`src/rtl/pc_sequencer.sv`:
```
// Program counter and fetch sequencer for the multi-cycle RV32I core.
// Latency: 3 cycles per instruction (4 if it traps). Stalls in FETCH/HOLD/EXEC until ack/ready/resolve.
module pc_sequencer #(
  parameter logic [31:0] RESET_PC = 32'h0000_0000,
  parameter logic [31:0] TRAP_VEC = 32'h0000_0010
) (
  input  logic        clk,
  input  logic        rst,
  output logic        fetch_req,
  output logic [31:0] fetch_addr,
  input  logic        fetch_ack,
  input  logic [31:0] fetch_instr,
  output logic        instr_valid,
  output logic [31:0] instr,
  output logic [31:0] instr_pc,
  input  logic        instr_ready,
  input  logic        resolve_valid,
  input  logic [1:0]  resolve_kind,
  input  logic        branch_taken,
  input  logic [31:0] rs1_val,
  input  logic [31:0] imm,
  output logic [31:0] link_pc,
  output logic        trap,
  output logic [31:0] trap_epc,
  output logic [31:0] instret
);

  localparam logic [1:0] ST_FETCH = 2'd0;
  localparam logic [1:0] ST_HOLD  = 2'd1;
  localparam logic [1:0] ST_EXEC  = 2'd2;
  localparam logic [1:0] ST_TRAP  = 2'd3;

  localparam logic [1:0] KIND_SEQ    = 2'b00;
  localparam logic [1:0] KIND_BRANCH = 2'b01;
  localparam logic [1:0] KIND_JAL    = 2'b10;

  logic [1:0]  state_q, state_d;
  logic [31:0] pc_q, pc_d;
  logic [31:0] instr_q, instr_d;
  logic [31:0] instr_pc_q, instr_pc_d;
  logic [31:0] trap_epc_q, trap_epc_d;
  logic [31:0] instret_q, instret_d;

  logic [31:0] seq_pc;
  logic [31:0] rel_pc;
  logic [31:0] target;
  logic        misaligned;

  assign seq_pc = pc_q + 32'd4;
  assign rel_pc = pc_q + imm;

  // Only the selected target is checked, so a not-taken branch never traps on pc+imm.
  always_comb begin
    case (resolve_kind)
      KIND_SEQ:    target = seq_pc;
      KIND_BRANCH: target = branch_taken ? rel_pc : seq_pc;
      KIND_JAL:    target = rel_pc;
      default:     target = (rs1_val + imm) & ~32'h1;
    endcase
  end

  assign misaligned = |target[1:0];

  always_comb begin
    state_d    = state_q;
    pc_d       = pc_q;
    instr_d    = instr_q;
    instr_pc_d = instr_pc_q;
    trap_epc_d = trap_epc_q;
    instret_d  = instret_q;
    case (state_q)
      ST_FETCH: begin
        if (fetch_ack) begin
          instr_d    = fetch_instr;
          instr_pc_d = pc_q;
          state_d    = ST_HOLD;
        end
      end
      ST_HOLD: begin
        if (instr_ready) begin
          state_d = ST_EXEC;
        end
      end
      ST_EXEC: begin
        if (resolve_valid) begin
          if (misaligned) begin
            state_d = ST_TRAP;
          end else begin
            pc_d      = target;
            instret_d = instret_q + 32'd1;
            state_d   = ST_FETCH;
          end
        end
      end
      default: begin
        // pc still holds the faulting instruction's address here.
        trap_epc_d = pc_q;
        pc_d       = TRAP_VEC;
        state_d    = ST_FETCH;
      end
    endcase
  end

  always_ff @(posedge clk or posedge rst) begin
    if (rst) begin
      state_q    <= ST_FETCH;
      pc_q       <= RESET_PC;
      instr_q    <= 32'h0;
      instr_pc_q <= 32'h0;
      trap_epc_q <= 32'h0;
      instret_q  <= 32'h0;
    end else begin
      state_q    <= state_d;
      pc_q       <= pc_d;
      instr_q    <= instr_d;
      instr_pc_q <= instr_pc_d;
      trap_epc_q <= trap_epc_d;
      instret_q  <= instret_d;
    end
  end

  assign fetch_req   = (state_q == ST_FETCH) && !rst;
  assign fetch_addr  = pc_q;
  assign instr_valid = (state_q == ST_HOLD) && !rst;
  assign instr       = instr_q;
  assign instr_pc    = instr_pc_q;
  assign link_pc     = seq_pc;
  assign trap        = (state_q == ST_TRAP) && !rst;
  assign trap_epc    = trap_epc_q;
  assign instret     = instret_q;

endmodule

```
`config.mk`:
```
export PLATFORM = sky130hd
export DESIGN_NAME = pc_sequencer
export DESIGN_NICKNAME = d
export VERILOG_FILES = /design/src/rtl/pc_sequencer.sv
export SDC_FILE = /design/constraint.sdc
export NUM_CORES = 1
export LEC_CHECK = 0
export BUFFER_PORTS_ARGS = -buffer_cell sky130_fd_sc_hd__buf_2
export CORE_UTILIZATION = 50
export DETAILED_ROUTE_END_ITERATION = 8
export PLACE_DENSITY_LB_ADDON = 0.25
export SLEW_MARGIN = 20
export SYNTH_ARGS = -nofsm -noshare
export SYNTH_HDL_FRONTEND = slang
export SYNTH_SLANG_ARGS = --single-unit
```
`constraint.sdc`:
```
create_clock -name clk -period 8.8 [get_ports clk]
set_clock_uncertainty 0.1 [all_clocks]
set_input_delay 2.2 -clock clk [delete_from_list [all_inputs] [get_ports clk]]
set_output_delay 2.2 -clock clk [all_outputs]
set_load 0.005 [all_outputs]
```
# After elaboration in Yosys (flattened, before gate mapping)

Index checks and enable logic that the tools add are counted.

Reduce and logical (&&, ||, !) cells: 13
Add/sub/neg operators: 4
Bitwise logic cells: 2
Mux-type cells: 10
Eq/ne operators: 9

Operators with widths:

| operator                                                         | count |
|---|---|
| 32-bit 2-to-1 mux                                                | 3 |
| 32-bit one-hot mux with 3 select lines                           | 1 |
| 32-bit adder                                                     | 2 |
| 32-bit one-hot mux with 2 select lines                           | 1 |
| 32-bit by 1-bit adder with 32-bit output (second input constant) | 1 |
| 32-bit by 3-bit adder with 32-bit output (second input constant) | 1 |
| 3-bit AND reduction                                              | 3 |
| 2-bit 2-to-1 mux                                                 | 4 |
| 2-bit != test (second input constant)                            | 4 |
| 2-bit == test (second input constant)                            | 3 |
| 2-bit one-hot mux with 3 select lines                            | 1 |
| 2-bit by 1-bit == test with 1-bit output (second input constant) | 2 |
| 2-bit logical NOT                                                | 2 |
| 2-bit OR reduction                                               | 2 |
| 1-bit logical AND                                                | 3 |
| 3-bit OR reduction                                               | 1 |
| 1-bit NOT                                                        | 2 |
| 2-bit AND reduction                                              | 1 |
| 1-bit logical NOT                                                | 1 |

Input bits: 104
Output and inout port bits: 195
Register bits after elaboration: 162

# Longest topological paths before layout

Word-level depth: 7
Gate-level depth with buffers: 14

# Least setup slack after synthesis

Ideal clock, no wire load.

Path type: input -> register
From: input port imm[0]
To: register pc_q[28], in the netlist fetch_addr[28]
Path buffers: 0
Arrival time: 4648 ps
Stages: 12
Slack: 3931 ps
Cell sequence: ha_1 -> inv_1 -> fa_1 -> and2b_1 -> o2111ai_2 -> a31oi_4 -> a21oi_2 -> o41a_1 -> o31ai_4 -> mux2i_1 -> a21oi_1 -> a22o_1

Longest elaborated chain between the ends: 6
Elaborated cells on any way between the ends: 10
Those cells by class: add/sub (2); eq/ne (1); mux (5); reduce/logical (2)

Ends and longest elaborated chain:

| what                                                                          | RTL line | text |
|---|---|---|
| from (decl)                                                                   | 21       | `input logic [31:0] imm,` |
| 32-bit adder                                                                  | 50       | `assign rel_pc = pc_q + imm;` |
| 32-bit 2-to-1 mux                                                             | 56       | `KIND_BRANCH: target = branch_taken ? rel_pc : seq_pc;` |
| 32-bit one-hot mux with 3 select lines (*)                                    | 54       | `case (resolve_kind)` |
| 32-bit 2-to-1 mux or 2-bit OR reduction (tied branches)                       | 86, 62   |  |
| 32-bit 2-to-1 mux or 2-bit != test (tied branches)                            | -        |  |
| 32-bit one-hot mux with 2 select lines or 3-bit AND reduction (tied branches) | -        |  |
| to (signal assigned)                                                          | 114      | `pc_q <= pc_d;` |
| to (decl)                                                                     | 38       | `logic [31:0] pc_q, pc_d;` |

Mark *: on every way between the ends. The rest lies on a longest branch, timed or not. The select of a mux whose other input is x is not followed.
A chain may end at the register's enable or synchronous reset.

# Worst setup path after layout

From: register pc_q[2], in the netlist fetch_addr[2]
To: output port link_pc[22]

Longest elaborated chain between the ends: 1

Ends and longest elaborated chain:

| what                                     | RTL line | text |
|---|---|---|
| 32-bit by 3-bit adder with 32-bit output | 49       | `assign seq_pc = pc_q + 32'd4;` |
| to (decl)                                | 22       | `output logic [31:0] link_pc,` |

Every way passes these cells.

==> results.md <==
* Switching portion of total power at 39.01%
* Wire per inst at between 15 and 20 µm
* Fill count at ~1800
* Post-CTS resize count at 0
* Max incr delay on CP at around 0.64 ns
* Die W at between 100 and 150 µm
* CP Max Fanout at 9
* Critical Path AT at ~3.0 ns
* Bufs on Longest Clock Path at 2
* EDFF count, synth at 0
* CP endpoint kind: primary output
* Die area at around 0.022 mm²
* Slew Limit Fails at 0
* Final RePlAce weighted congestion at 0.9447
* Register area at a little over 0.004 mm²
* Nets@finish at 1547
* ANT nets after route at 0
* Most used DFF post-synth: dfrtp_1
* Met2 WL at about 15 mm
* Fraction of layout cells with a size suffix above 1 at 33.79%
* Vias at between 9000 and 10000
* Top cell type's share of synthesized area at between 30% and 40%
* Core Box Area at 0.02102 mm²
* Synth Warn # at 0
* Vias in the first global route at 9378
* Post-synth net total at approximately 1300
* Final Cycle Share at between 60% and 70%
* Lkg Pwr at ~6.6 nW
* Hold_buf cts at 0
* Synth Register Bits at between 150 and 200
* Startpoint Class: flip-flop
* Max Used Layer: met4
* Postcts setup bufs at 0
* CP max stage cell: nor2_1
* Setup ws final at between 3 and 4 ns
* Clock root cell: clkbuf_16
* Worst VDD drop at 120.8 µV
* CTS buffer count at 17
* Rows at between 50 and 60
* WL final at between 30 and 40 mm
* Outcome: finished, final reports clean
* Final Hold Viols at 0
* RSZ-0062 raised after global routing: false
* P_sw at roughly 0.0014 W
* Pre-CTS WS at 3.455 ns
* Most frequent cells in the layout: buf_2 (298), dfrtp_1 (162), nand2_1 (103)
* Number of remaining DRC errors at 0
* Chip Height at roughly 150 µm
* Part of the power in registers at around 34%
* Gate power share at between 40% and 50%
* Area of the multi-input gates at 0.006375 mm²
* CTS Sinks at ~160
* Post-layout min period at around 5.3 ns
* Top cells by area, synth: dfrtp_1 (38%), mux2_2 (9.6%), ha_1 (7.4%), xnor2_1 (5.8%), nand2_1 (3.6%)
* WL met3 at ~2 mm
* Antenna violations before repair at 0
* Clk pwr share at 22.5%
* FMAX at between 0.15 and 0.2 GHz
* Worst-skew pair later-pin latency at between 0.4 and 0.5 ns
* First-pass GRT wire length at about 50 mm
* Largest net degree at the start of global routing at slightly above 100
* Worst hold path class: flip-flop to flip-flop
* Slew HR at 31.50%
* Hpwl dp at 24.12 mm
* Fin Hold WS at between 0.3 and 0.4 ns
* I/O pin count at 299
* Max Cap Viol at 0
* Fraction of registers with async set or reset after synthesis at 100.0%
* Initial Utilization at between 50% and 60%
* Placed cells at around 1600
* Crit path kind: flip-flop to primary output
* Post-synthesis cell count at 1099
* P_int at between 0.002 and 0.0025 W
* Area growth, synth to finish at 22.15%
* Tot GR Track Use at 29.26%
* Grt ovf at 0
* Setup total negative slack at 0 ns
* Pwr/cell area at roughly 280 mW/mm²
* Avg Cell Area, Syn at about 10 µm²
* Worst path cell trace: ha_1 > nand3_1 > nor2_1 > nand3_1 > nor2_1 > xor2_1 > buf_2
* Area leader, netlist: dfrtp_1
* Post-route insts no fill at approximately 1700
* Initial DRT Pass Iterations at 5
* Distinct cells, synth at between 80 and 90
* DR iter-0 viols at 676
* H-tree Lvls at 4
* Commonest non-fill, non-tap cell in the layout: buf_2
* Final setup violation count at 0
* Seq/Total Area, Yosys at about 38%
* TritonCTS clock tree: yes
* CTS clk-pin slew, worst paths at approximately 0.07 ns
* PnR Total Power at 0.003704 W
* Drt via density at around 5.9
* Crit path required time at between 6 and 7 ns
* Worst-margin pin slew at approximately 1 ns
* Port Buf Inserts at 298
* Post-Syn Area at 0.01072 mm²
* M1 WL at 14.24 mm
cell usage after synthesis, drive strengths merged (28+ instances only):
library cell  instances
a21oi                71
xor2                 34
inv                  28
dfrtp               162
nand3                42
clkbuf               36
o21ai                70
ha                   63
nand2               105
mux2                 91
nor2                 61
a21o                 33
xnor2                71
worst max-delay path: cells and delay by family, from the launching register on:
family	cells	cell delay, ns
simple gates	4	1.32
flops	1	0.56
fa+ha+maj	1	0.30
xor+xnor	1	0.26
buf+inv	1	0.17
layout make-up:
| type | count | area share, % |
|---|---|---|
| timing repair buffer | 307 | 11.91 |
| inverter | 28 | 0.8408 |
| antenna | 1 | 0.01911 |
| multi-input combinational | 862 | 48.68 |
| sequential | 162 | 30.96 |
| clock buffer | 19 | 3.382 |
| tap | 275 | 2.628 |
| clock inverter | 13 | 1.586 |
power by group through the flow:
stage | combinational, W | clock, W | sequential (W)
after floorplan | 0.00102 | 0 | 0.00120
after global placement | 0.00157 | 0 | 0.00126
after detailed placement | 0.00160 | 0 | 0.00127
after CTS | 0.00161 | 0.000844 | 0.00126
after global routing | 0.00176 | 0.000875 | 0.00130
final | 0.00161 | 0.000833 | 0.00126
worst paths after layout:
path                               startpoint           end  slack [ns]  cells after the start
max in group asynchronous                 rst  instr_pc[13]        5.39                      3
worst max register to register  fetch_addr[0]   instret[30]        5.21                     13
min in group asynchronous                 rst     instr[26]        1.88                      2
worst max-delay path            fetch_addr[2]   link_pc[22]        3.47                      7
worst min register to register    instret[31]   instret[31]        0.37                      1
worst min-delay path              instret[31]   instret[31]        0.37                      1
per-stage QoR:
step           instance area [µm²]  utilization, %
6_report                     13100           62.29
5_1_grt                      13090           62.28
4_1_cts                      13090           62.28
3_5_place_dp                 12440           59.19
3_3_place_gp                 12440           59.19
2_1_floorplan                10720               -
logic make-up (layout without fill, tap and decap cells):
| group | Yosys count | count (layout) | share of synthesized area (%) |
|---|---|---|---|
| muxes | 101 | 101 | 10.49 |
| and+or+nand+nor | 306 | 306 | 14.19 |
| adders and majority gates | 65 | 65 | 7.726 |
| DFF | 162 | 162 | 37.82 |
| buffers and inverters | 75 | 367 | 2.824 |
| AOI/OAI and AO/OA | 285 | 285 | 18.37 |
| xor gates and xnor gates | 105 | 105 | 8.579 |
| other | 0 | 1 | 0 |
routing by layer:
metal | GRT usage (%) | up-vias
met5 | 0 | -
met4 | 8.351 | 0
met3 | 3.988 | 42
met2 | 48.06 | 428
met1 | 40.15 | 4715
li1 | - | 4588
flip-flops by register name, indices dropped and copies added, names as in the netlist:
name        flops
fetch_addr     32
instr          32
instr_pc       32
instret        32
state_q         2
trap_epc       32
No activity file was read; power rests on OpenSTA's default activity.
